### config.mk
export PLATFORM = sky130hd
export DESIGN_NAME = cache_mem_arbiter_flat
export DESIGN_NICKNAME = d
export VERILOG_FILES = /design/src/rtl/cache_mem_arbiter_if.sv /design/src/rtl/cache_mem_arbiter.sv /design/src/flat_wrapper.sv
export SDC_FILE = /design/constraint.sdc
export NUM_CORES = 1
export LEC_CHECK = 0
export ABC_CLOCK_PERIOD_IN_PS = 2300
export CAP_MARGIN = 15
export CORE_AREA = 2 2 292 294
export DETAILED_ROUTE_END_ITERATION = 6
export DIE_AREA = 0 0 294 296
export PLACE_DENSITY = 0.41
export SKIP_LAST_GASP = 1
export SLEW_MARGIN = 20
export SYNTH_ARGS = -nofsm -noshare
export SYNTH_HDL_FRONTEND = slang
export SYNTH_SLANG_ARGS = --single-unit
### constraint.sdc
create_clock -name clk -period 2.3 [get_ports clk]
set_clock_uncertainty 0.05 [all_clocks]
set_input_delay 0.345 -clock clk [delete_from_list [all_inputs] [get_ports clk]]
set_output_delay 0.345 -clock clk [all_outputs]
set_load 0.005 [all_outputs]
### src/rtl/cache_mem_arbiter_if.sv
`default_nettype none
// ============================================================================
// Module  : cache_mem_arbiter_if
// Brief   : ICache / DCache refill and memory-port signal bundle.
// Rev     : 1.0
// ============================================================================
interface cache_mem_arbiter_if #(
  parameter int ADDR_WIDTH = 32,
  parameter int LINE_WIDTH = 128
);
  logic                  icReqValid;
  logic [ADDR_WIDTH-1:0] icReqAddr;
  logic                  icReqReady;
  logic                  icResultValid;
  logic [LINE_WIDTH-1:0] icResultData;

  logic                  dcReqValid;
  logic                  dcReqWE;
  logic [ADDR_WIDTH-1:0] dcReqAddr;
  logic [LINE_WIDTH-1:0] dcReqData;
  logic                  dcReqReady;
  logic                  dcResultValid;
  logic [LINE_WIDTH-1:0] dcResultData;

  logic                  resultError;

  logic                  memReqValid;
  logic                  memReqWE;
  logic [ADDR_WIDTH-1:0] memReqAddr;
  logic [LINE_WIDTH-1:0] memReqData;
  logic                  memReqAck;
  logic                  memResultValid;
  logic [LINE_WIDTH-1:0] memResultData;

  // Arbiter side.
  modport slave (
    input  icReqValid, icReqAddr,
    input  dcReqValid, dcReqWE, dcReqAddr, dcReqData,
    input  memReqAck, memResultValid, memResultData,
    output icReqReady, icResultValid, icResultData,
    output dcReqReady, dcResultValid, dcResultData,
    output resultError,
    output memReqValid, memReqWE, memReqAddr, memReqData
  );

  // Requester / memory side.
  modport master (
    output icReqValid, icReqAddr,
    output dcReqValid, dcReqWE, dcReqAddr, dcReqData,
    output memReqAck, memResultValid, memResultData,
    input  icReqReady, icResultValid, icResultData,
    input  dcReqReady, dcResultValid, dcResultData,
    input  resultError,
    input  memReqValid, memReqWE, memReqAddr, memReqData
  );
endinterface
`default_nettype wire

### src/rtl/cache_mem_arbiter.sv
`default_nettype none
// ============================================================================
// Module  : cache_mem_arbiter
// Brief   : Round-robin single-outstanding arbiter of ICache/DCache refills
//           onto one line-wide memory port, with a WAIT watchdog.
// Rev     : 1.0
// ============================================================================
module cache_mem_arbiter #(
  parameter int ADDR_WIDTH     = 32,
  parameter int LINE_WIDTH     = 128,
  parameter int TIMEOUT_CYCLES = 64
) (
  input logic                clk,
  input logic                rstOut,
  cache_mem_arbiter_if.slave bus
);
  localparam int OFFSET_BITS = $clog2(LINE_WIDTH / 8);
  localparam logic [ADDR_WIDTH-1:0] ALIGN_MASK =
    {{(ADDR_WIDTH - OFFSET_BITS){1'b1}}, {OFFSET_BITS{1'b0}}};
  localparam logic [7:0] TIMEOUT_LAST = 8'(TIMEOUT_CYCLES - 1);

  typedef enum logic [1:0] {
    S_IDLE  = 2'd0,
    S_ISSUE = 2'd1,
    S_WAIT  = 2'd2,
    S_RESP  = 2'd3
  } state_t;

  state_t                state_q, state_d;
  logic                  lastGrant_q, lastGrant_d;  // 1 = DCache
  logic                  owner_q, owner_d;          // 1 = DCache
  logic                  we_q, we_d;
  logic                  err_q, err_d;
  logic [7:0]            cnt_q, cnt_d;
  logic [ADDR_WIDTH-1:0] addr_q, addr_d;
  logic [LINE_WIDTH-1:0] wdata_q, wdata_d;
  logic [LINE_WIDTH-1:0] rdata_q, rdata_d;

  logic idle;
  logic icWins;
  logic dcWins;

  // On a tie the requester that was not granted last time wins.
  assign idle   = (state_q == S_IDLE);
  assign icWins = bus.icReqValid && (!bus.dcReqValid || lastGrant_q);
  assign dcWins = bus.dcReqValid && (!bus.icReqValid || !lastGrant_q);

  assign bus.icReqReady    = idle && (!bus.dcReqValid || lastGrant_q);
  assign bus.dcReqReady    = idle && (!bus.icReqValid || !lastGrant_q);

  assign bus.memReqValid   = (state_q == S_ISSUE);
  assign bus.memReqWE      = (state_q == S_ISSUE) && we_q;
  assign bus.memReqAddr    = addr_q;
  assign bus.memReqData    = wdata_q;

  assign bus.icResultValid = (state_q == S_RESP) && !owner_q;
  assign bus.dcResultValid = (state_q == S_RESP) && owner_q;
  assign bus.resultError   = (state_q == S_RESP) && err_q;
  assign bus.icResultData  = owner_q ? '0 : rdata_q;
  assign bus.dcResultData  = owner_q ? rdata_q : '0;

  always_comb begin
    state_d     = state_q;
    lastGrant_d = lastGrant_q;
    owner_d     = owner_q;
    we_d        = we_q;
    err_d       = err_q;
    cnt_d       = cnt_q;
    addr_d      = addr_q;
    wdata_d     = wdata_q;
    rdata_d     = rdata_q;

    case (state_q)
      S_IDLE: begin
        if (icWins || dcWins) begin
          owner_d     = dcWins;
          lastGrant_d = dcWins;
          we_d        = dcWins && bus.dcReqWE;
          addr_d      = (dcWins ? bus.dcReqAddr : bus.icReqAddr) & ALIGN_MASK;
          wdata_d     = (dcWins && bus.dcReqWE) ? bus.dcReqData : '0;
          err_d       = 1'b0;
          state_d     = S_ISSUE;
        end
      end

      S_ISSUE: begin
        if (bus.memReqAck) begin
          if (we_q) begin
            rdata_d = '0;
            state_d = S_RESP;
          end else if (bus.memResultValid) begin
            rdata_d = bus.memResultData;
            state_d = S_RESP;
          end else begin
            cnt_d   = 8'd0;
            state_d = S_WAIT;
          end
        end
      end

      S_WAIT: begin
        if (bus.memResultValid) begin
          rdata_d = bus.memResultData;
          state_d = S_RESP;
        end else if (cnt_q == TIMEOUT_LAST) begin
          rdata_d = '0;
          err_d   = 1'b1;
          state_d = S_RESP;
        end else begin
          cnt_d = cnt_q + 8'd1;
        end
      end

      S_RESP: begin
        state_d = S_IDLE;
      end

      default: begin
        state_d = S_IDLE;
      end
    endcase
  end

  always_ff @(posedge clk or negedge rstOut) begin
    if (!rstOut) begin
      state_q     <= S_IDLE;
      lastGrant_q <= 1'b0;
      owner_q     <= 1'b0;
      we_q        <= 1'b0;
      err_q       <= 1'b0;
      cnt_q       <= 8'd0;
      addr_q      <= '0;
      wdata_q     <= '0;
      rdata_q     <= '0;
    end else begin
      state_q     <= state_d;
      lastGrant_q <= lastGrant_d;
      owner_q     <= owner_d;
      we_q        <= we_d;
      err_q       <= err_d;
      cnt_q       <= cnt_d;
      addr_q      <= addr_d;
      wdata_q     <= wdata_d;
      rdata_q     <= rdata_d;
    end
  end
endmodule
`default_nettype wire
### src/flat_wrapper.sv
// flat-port wrapper written by rule: the top's interface ports become plain ports
module cache_mem_arbiter_flat 
#(
  parameter int ADDR_WIDTH     = 32,
  parameter int LINE_WIDTH     = 128,
  parameter int TIMEOUT_CYCLES = 64
)
  (clk, rstOut, bus_icReqValid, bus_icReqAddr, bus_dcReqValid, bus_dcReqWE, bus_dcReqAddr, bus_dcReqData, bus_memReqAck, bus_memResultValid, bus_memResultData, bus_icReqReady, bus_icResultValid, bus_icResultData, bus_dcReqReady, bus_dcResultValid, bus_dcResultData, bus_resultError, bus_memReqValid, bus_memReqWE, bus_memReqAddr, bus_memReqData);
  cache_mem_arbiter_if #(.ADDR_WIDTH(ADDR_WIDTH), .LINE_WIDTH(LINE_WIDTH)) bus_i ();
  input logic clk;
  input logic rstOut;
  input wire logic [$bits(bus_i.icReqValid)-1:0] bus_icReqValid;
  input wire logic [$bits(bus_i.icReqAddr)-1:0] bus_icReqAddr;
  input wire logic [$bits(bus_i.dcReqValid)-1:0] bus_dcReqValid;
  input wire logic [$bits(bus_i.dcReqWE)-1:0] bus_dcReqWE;
  input wire logic [$bits(bus_i.dcReqAddr)-1:0] bus_dcReqAddr;
  input wire logic [$bits(bus_i.dcReqData)-1:0] bus_dcReqData;
  input wire logic [$bits(bus_i.memReqAck)-1:0] bus_memReqAck;
  input wire logic [$bits(bus_i.memResultValid)-1:0] bus_memResultValid;
  input wire logic [$bits(bus_i.memResultData)-1:0] bus_memResultData;
  output wire logic [$bits(bus_i.icReqReady)-1:0] bus_icReqReady;
  output wire logic [$bits(bus_i.icResultValid)-1:0] bus_icResultValid;
  output wire logic [$bits(bus_i.icResultData)-1:0] bus_icResultData;
  output wire logic [$bits(bus_i.dcReqReady)-1:0] bus_dcReqReady;
  output wire logic [$bits(bus_i.dcResultValid)-1:0] bus_dcResultValid;
  output wire logic [$bits(bus_i.dcResultData)-1:0] bus_dcResultData;
  output wire logic [$bits(bus_i.resultError)-1:0] bus_resultError;
  output wire logic [$bits(bus_i.memReqValid)-1:0] bus_memReqValid;
  output wire logic [$bits(bus_i.memReqWE)-1:0] bus_memReqWE;
  output wire logic [$bits(bus_i.memReqAddr)-1:0] bus_memReqAddr;
  output wire logic [$bits(bus_i.memReqData)-1:0] bus_memReqData;
  assign bus_i.icReqValid = bus_icReqValid;
  assign bus_i.icReqAddr = bus_icReqAddr;
  assign bus_i.dcReqValid = bus_dcReqValid;
  assign bus_i.dcReqWE = bus_dcReqWE;
  assign bus_i.dcReqAddr = bus_dcReqAddr;
  assign bus_i.dcReqData = bus_dcReqData;
  assign bus_i.memReqAck = bus_memReqAck;
  assign bus_i.memResultValid = bus_memResultValid;
  assign bus_i.memResultData = bus_memResultData;
  assign bus_icReqReady = bus_i.icReqReady;
  assign bus_icResultValid = bus_i.icResultValid;
  assign bus_icResultData = bus_i.icResultData;
  assign bus_dcReqReady = bus_i.dcReqReady;
  assign bus_dcResultValid = bus_i.dcResultValid;
  assign bus_dcResultData = bus_i.dcResultData;
  assign bus_resultError = bus_i.resultError;
  assign bus_memReqValid = bus_i.memReqValid;
  assign bus_memReqWE = bus_i.memReqWE;
  assign bus_memReqAddr = bus_i.memReqAddr;
  assign bus_memReqData = bus_i.memReqData;
  cache_mem_arbiter #(.ADDR_WIDTH(ADDR_WIDTH), .LINE_WIDTH(LINE_WIDTH), .TIMEOUT_CYCLES(TIMEOUT_CYCLES)) u_core (.clk(clk), .rstOut(rstOut), .bus(bus_i));
endmodule
# After elaboration in Yosys (flattened, before gate mapping)
# Cells that the tools add are included.
[word_totals]
regBits = 297
latch_bits = 0
ramBits = 0
romBits = 0
inputBits = 327
out_inout_bits = 423
mem_count = 0
[op_classes]
add_sub_neg = 1
mul = 0
div = 0
magnitude_cmp = 0
n_eq_ne = 13
shifts = 0
muxes = 27
n_bitwise = 0
n_reduce_logical = 23
[op_table]
columns = ["op", "n"]
rows = [
  ["two-way mux 128 bit", 8],
  ["case mux 128 bit (2 select lines)", 1],
  ["two-way mux 8 bit", 5],
  ["two-way mux 32 bit", 1],
  ["case mux 8 bit (2 select lines)", 1],
  ["inequality test 2 bit, second input constant", 6],
  ["two-way mux 2 bit", 5],
  ["logical AND 1 bit", 9],
  ["adder 8 x 1 -> 8 bit, second input constant", 1],
  ["equality test 8 x 6 -> 1 bit, second input constant", 1],
  ["case mux 2 bit (4 select lines)", 1],
  ["AND reduction 4 bit", 2],
  ["inequality test 3 x 2 -> 1 bit, second input constant", 2],
  ["AND reduction 6 bit", 1],
  ["equality test 2 bit, second input constant", 2],
  ["two-way mux 1 bit", 4],
  ["nonzero test 2 bit", 2],
  ["zero test 1 bit", 3],
  ["logical OR 1 bit", 3],
  ["AND reduction 3 bit", 1],
  ["equality test 2 x 1 -> 1 bit, second input constant", 1],
  ["zero test 2 bit", 1],
  ["inequality test 2 x 1 -> 1 bit, second input constant", 1],
  ["case mux 1 bit (2 select lines)", 1],
  ["AND reduction 2 bit", 1],
]

# Depth between registers and ports, before layout
[logic_depth]
depth_word = 6
depth_mapped = 8
ltp_nobuf = 6

# Worst setup path before layout
# No wires, ideal clock.
[synth_timing]
path_type = "reg2reg"
from = "register u_core.state_q[0]"
to = "register u_core.rdata_q[100]"
arrival_time_ns = 1.660
required_ns = 2.171
slack_ns = 0.511
stages_incl_launch_ff = 9
path_buffers = 2
period_less_slack_ns = 1.789
path_cell_list = "dfrtp_1 inv_1 ha_1 nand2b_1 a21boi_1 buf_2 clkbuf_1 nand2_1 mux2i_1"
[synth_via]
elab_chain_cells = 3
[synth_lines]
columns = ["element", "line_no", "rtl"]
rows = [
  ["from (decl)", "cache_mem_arbiter.sv:29", "state_t state_q, state_d;"],
  ["from (signal assigned)", "cache_mem_arbiter.sv:136", "state_q <= state_d;"],
  ["equality test 2 bit / equality test 2 x 1 -> 1 bit (equally long branches)", "cache_mem_arbiter.sv:73", "case (state_q)"],
  ["inequality test 3 x 2 -> 1 bit (no line) (tied with other cells)", "-", ""],
  ["AND reduction 4 bit (no line)", "-", ""],
  ["to (signal assigned)", "cache_mem_arbiter.sv:144", "rdata_q <= rdata_d;"],
  ["to (decl)", "cache_mem_arbiter.sv:37", "logic [LINE_WIDTH-1:0] rdata_q, rdata_d;"],
]
# Parallel ways exist; a longest one is shown, timed or not.
# A chain may end at the register's enable or synchronous reset.

==> run_results.csv <==
group,metric,value,unit
status,outcome,"finished with violations",
status,violations,"negative setup slack",
critical_path,crit_family,"buffers and inverters",
logic_synthesis,synth_common_cells,"dfrtp_1 (297), nor2_1 (262), nand2_1 (158)",
routing,drtAntennaViolNets,0,
floorplan,initial_core_util,15.9,%
critical_path,endpoint,"bus_icResultData[9]",
sta,period_needed,2.47,ns
floorplan,num_io_pins,750,
sta,setup_viol,113,
sta,fmax,405,MHz
routing,routedWlPerCell,20.0,um
logic_synthesis,avgSynthCellArea,10.1,um^2
routing,drc,0,
grt,overflow,0,
clock_tree,clk_latency,0.56,ns
critical_path,r2r.worst_path.cells,11,
critical_path,cp-startpoint,"u_core.lastGrant_q$_DFFE_PN0P_",
sta,slew_headroom,64.9,%
clock_tree,cts_root_buf,"clkbuf_16",
run,max-cap-violations,0,
critical_path,reg2reg_from,"u_core.lastGrant_q$_DFFE_PN0P_",
floorplan,row_count,107,
critical_path,cp.required,1.90,ns
clock_tree,htree_levels,2,
floorplan,core_area,0.0842,mm^2
power,pwr_density_cell,1390,mW/mm^2
clock_tree,cts_buffers,38,
sta,tightest_slew,0.524,ns
logic_synthesis,synth_top_cell_area_share,55.6,%
sta,slew_violations,0,
sta,holdWs,0.259,ns
routing,vias,12800,
critical_path,path_max_fanout,13,
grt,grt_pass1_wl,87300,um
power,peakVddDrop,0.000579,V
cells_and_area,nNetsFinal,2482,
logic_synthesis,postSynthCellCount,1327,
routing,vias_per_cell,3.91,
routing,drt_pass1_iterations,4,
critical_path,crit_buf_inv,3,
sta,final.setup.worst_slack,-0.169,ns
logic_synthesis,synth-edff-count,0,
cells_and_area,fillers,8768,
sta,fin_crit_sh,107,%
clock_tree,cts_tree,"yes",
floorplan,die_width,294,um
critical_path,crit_cells,4,
logic_synthesis,yosys-top-cells-area,"dfrtp_1 (56%), mux2i_1 (12%), a22o_1 (8.5%)",
clock_tree,cts_buffer_depth,3,
critical_path,r2r-end,"u_core.bus.memReqData[11]$_DFFE_PN0P_",
placed_design,gp_congestion,0.792,
logic_synthesis,synthArstFlopShare,100,%
power,p_leak,0.0130,uW
critical_path,end_kind,"output port",
cells_and_area,drive_above_1_share,17.6,%
critical_path,path_class,"flop to output port",
critical_path,arrival,2.07,ns
critical_path,slowest_delay,0.55,ns
sta,rsz0062_at_grt,"yes",
routing,first_iter_violations,515,
logic_synthesis,synth_most_common_cell,"dfrtp_1",
logic_synthesis,synth_ff_type,"dfrtp_1",
hold_path,hold_class,"primary input to async pin",
logic_synthesis,ys_warn_count,0,
critical_path,r2r_slack,-0.01,ns
placed_design,io_buffers,737,
grt,antenna_found_initial,3,
clock_tree,clk_pin_slew_worst_paths,0.06,ns
floorplan,die_h,296,um
critical_path,crit_chain,"buf_16, clkbuf_16, nor2_1, clkdlybuf4s50_1",
logic_synthesis,ys_seq_elements,297,
grt,grt_pass1_vias,13000,
routing,wirelength,65200,um
grt,track_usage,13.4,%
cells_and_area,area_growth,87.8,%
grt,grt_max_degree,62,
sta,finalSetupTns,-8.83,ns
logic_synthesis,yosysTopAreaCell,"dfrtp_1",
logic_synthesis,syn-cell-area,0.0134,mm^2
logic_synthesis,synth-seq-area-share,55.6,%
logic_synthesis,yosysUniqueCellTypes,39,
placed_design,dp_hpwl,45200,um
floorplan,die_area,0.0870,mm^2
critical_path,cp_slowest_cell,"dfrtp_4",
critical_path,setup.worst_path.start_class,"flop",
clock_tree,clkSinkCount,297,
sta,final_hold_viol_count,0,
[worst reg2reg max path: cells and delay by family (launching register included)]
| kind | cells | cell delay (ns) |
|---|---|---|
| buffers and inverters | 8 | 1.13 |
| flip-flops | 1 | 0.55 |
| AO/OA/AOI/OAI | 2 | 0.31 |
| AND/OR/NAND/NOR | 1 | 0.23 |
[power by group]
part | internal, uW | switching (uW)
clock | 3350 | 2410
combinational | 10700 | 9410
sequential | 7760 | 1150
[metal layers]
metal / part of all wire, % / global-route usage [%] / up-vias
li1: - / - / 5968
met1: 39 / 15.7 / 6228
met2: 51 / 23.7 / 499
met3: 7.4 / 3.96 / 83
met4: 2.5 / 3.52 / 0
met5: 0 / 0 / -
[layout make-up]
| cell class | count | area, um^2 | area share, % |
|---|---|---|---|
| sequential | 297 | 7440 | 29.6 |
| antenna | 3 | 7.51 | 0.0299 |
| inverter | 133 | 512 | 2.04 |
| tap | 1090 | 1360 | 5.44 |
| multi-input combinational | 802 | 5340 | 21.3 |
| clock buffer | 55 | 1070 | 4.28 |
| timing repair buffer | 877 | 9260 | 36.9 |
| clock inverter | 9 | 88.8 | 0.354 |
[sequential cells by signal (all words and copies together), names as in the netlist]
register / cells
u_core.lastGrant_q: 1
u_core.bus.memReqData: 128
u_core.cnt_q: 8
u_core.err_q: 1
u_core.we_q: 1
u_core.bus.memReqAddr: 28
u_core.state_q: 2
u_core.rdata_q: 128
[layout by cell type (no fill, tap or decap), types with 26 or more instances in the layout]
cell type,synthesis,layout
nor2_2,0,57
a22o_1,130,130
nand2_1,158,158
buf_12,0,30
inv_1,133,130
dlymetal6s2s_1,0,74
nor2_4,0,29
clkdlybuf4s50_1,0,529
clkbuf_16,0,53
buf_4,7,62
mux2i_1,156,154
nor2_1,262,176
dfrtp_1,297,296
clkbuf_2,0,36
o21ai_0,30,26
dlygate4sd2_1,0,45
[timing repair]
item,in CTS,in global routing
cloned,7,22
hold buffers,1,0
setup endpoints to repair,263,355
resized for setup,320,259
setup buffers,9,36
pin swaps,2,15
hold endpoints to repair,32,0
[per-stage QoR]
step | utilization [%] | total power (uW) | cells | setup slack, ns | instance area [um^2]
after floorplan | - | 16400 | 1330 | 0.511 | 13400
after global routing | 29.8 | 37200 | 3266 | -0.249 | 25100
after CTS | 28.5 | 34200 | 3207 | -0.275 | 24000
after global placement | 26.6 | 27300 | 3126 | -0.117 | 22400
final | 29.8 | 34800 | 3266 | -0.169 | 25100
after detailed placement | 26.6 | 27500 | 3126 | -0.146 | 22400
[cell families (layout without fill, tap and decap cells)]
kind of cell | Yosys count | in the layout | synth area share (%)
AO/OA/AOI/OAI | 188 | 188 | 11.1
XOR/XNOR | 1 | 1 | 0.0656
adder cells (fa/ha/maj) | 6 | 6 | 0.562
buffers and inverters | 232 | 1074 | 7.79
flip-flops | 297 | 297 | 55.6
multiplexers | 157 | 157 | 11.8
other | 1 | 7 | 0.0281
AND/OR/NAND/NOR | 445 | 446 | 13.1
[how the worst min path moves through the flow]
stage            from                                      to
3_3_place_gp   rstOut           u_core.rdata_q[5]$_DFFE_PN0P_
6_report       rstOut   u_core.bus.memReqData[14]$_DFFE_PN0P_
3_5_place_dp   rstOut           u_core.rdata_q[5]$_DFFE_PN0P_
2_1_floorplan  rstOut   u_core.bus.memReqAddr[10]$_DFFE_PN0P_
5_1_grt        rstOut   u_core.bus.memReqData[14]$_DFFE_PN0P_
4_1_cts        rstOut  u_core.bus.memReqData[110]$_DFFE_PN0P_
(Power assumes the default switching activity.)
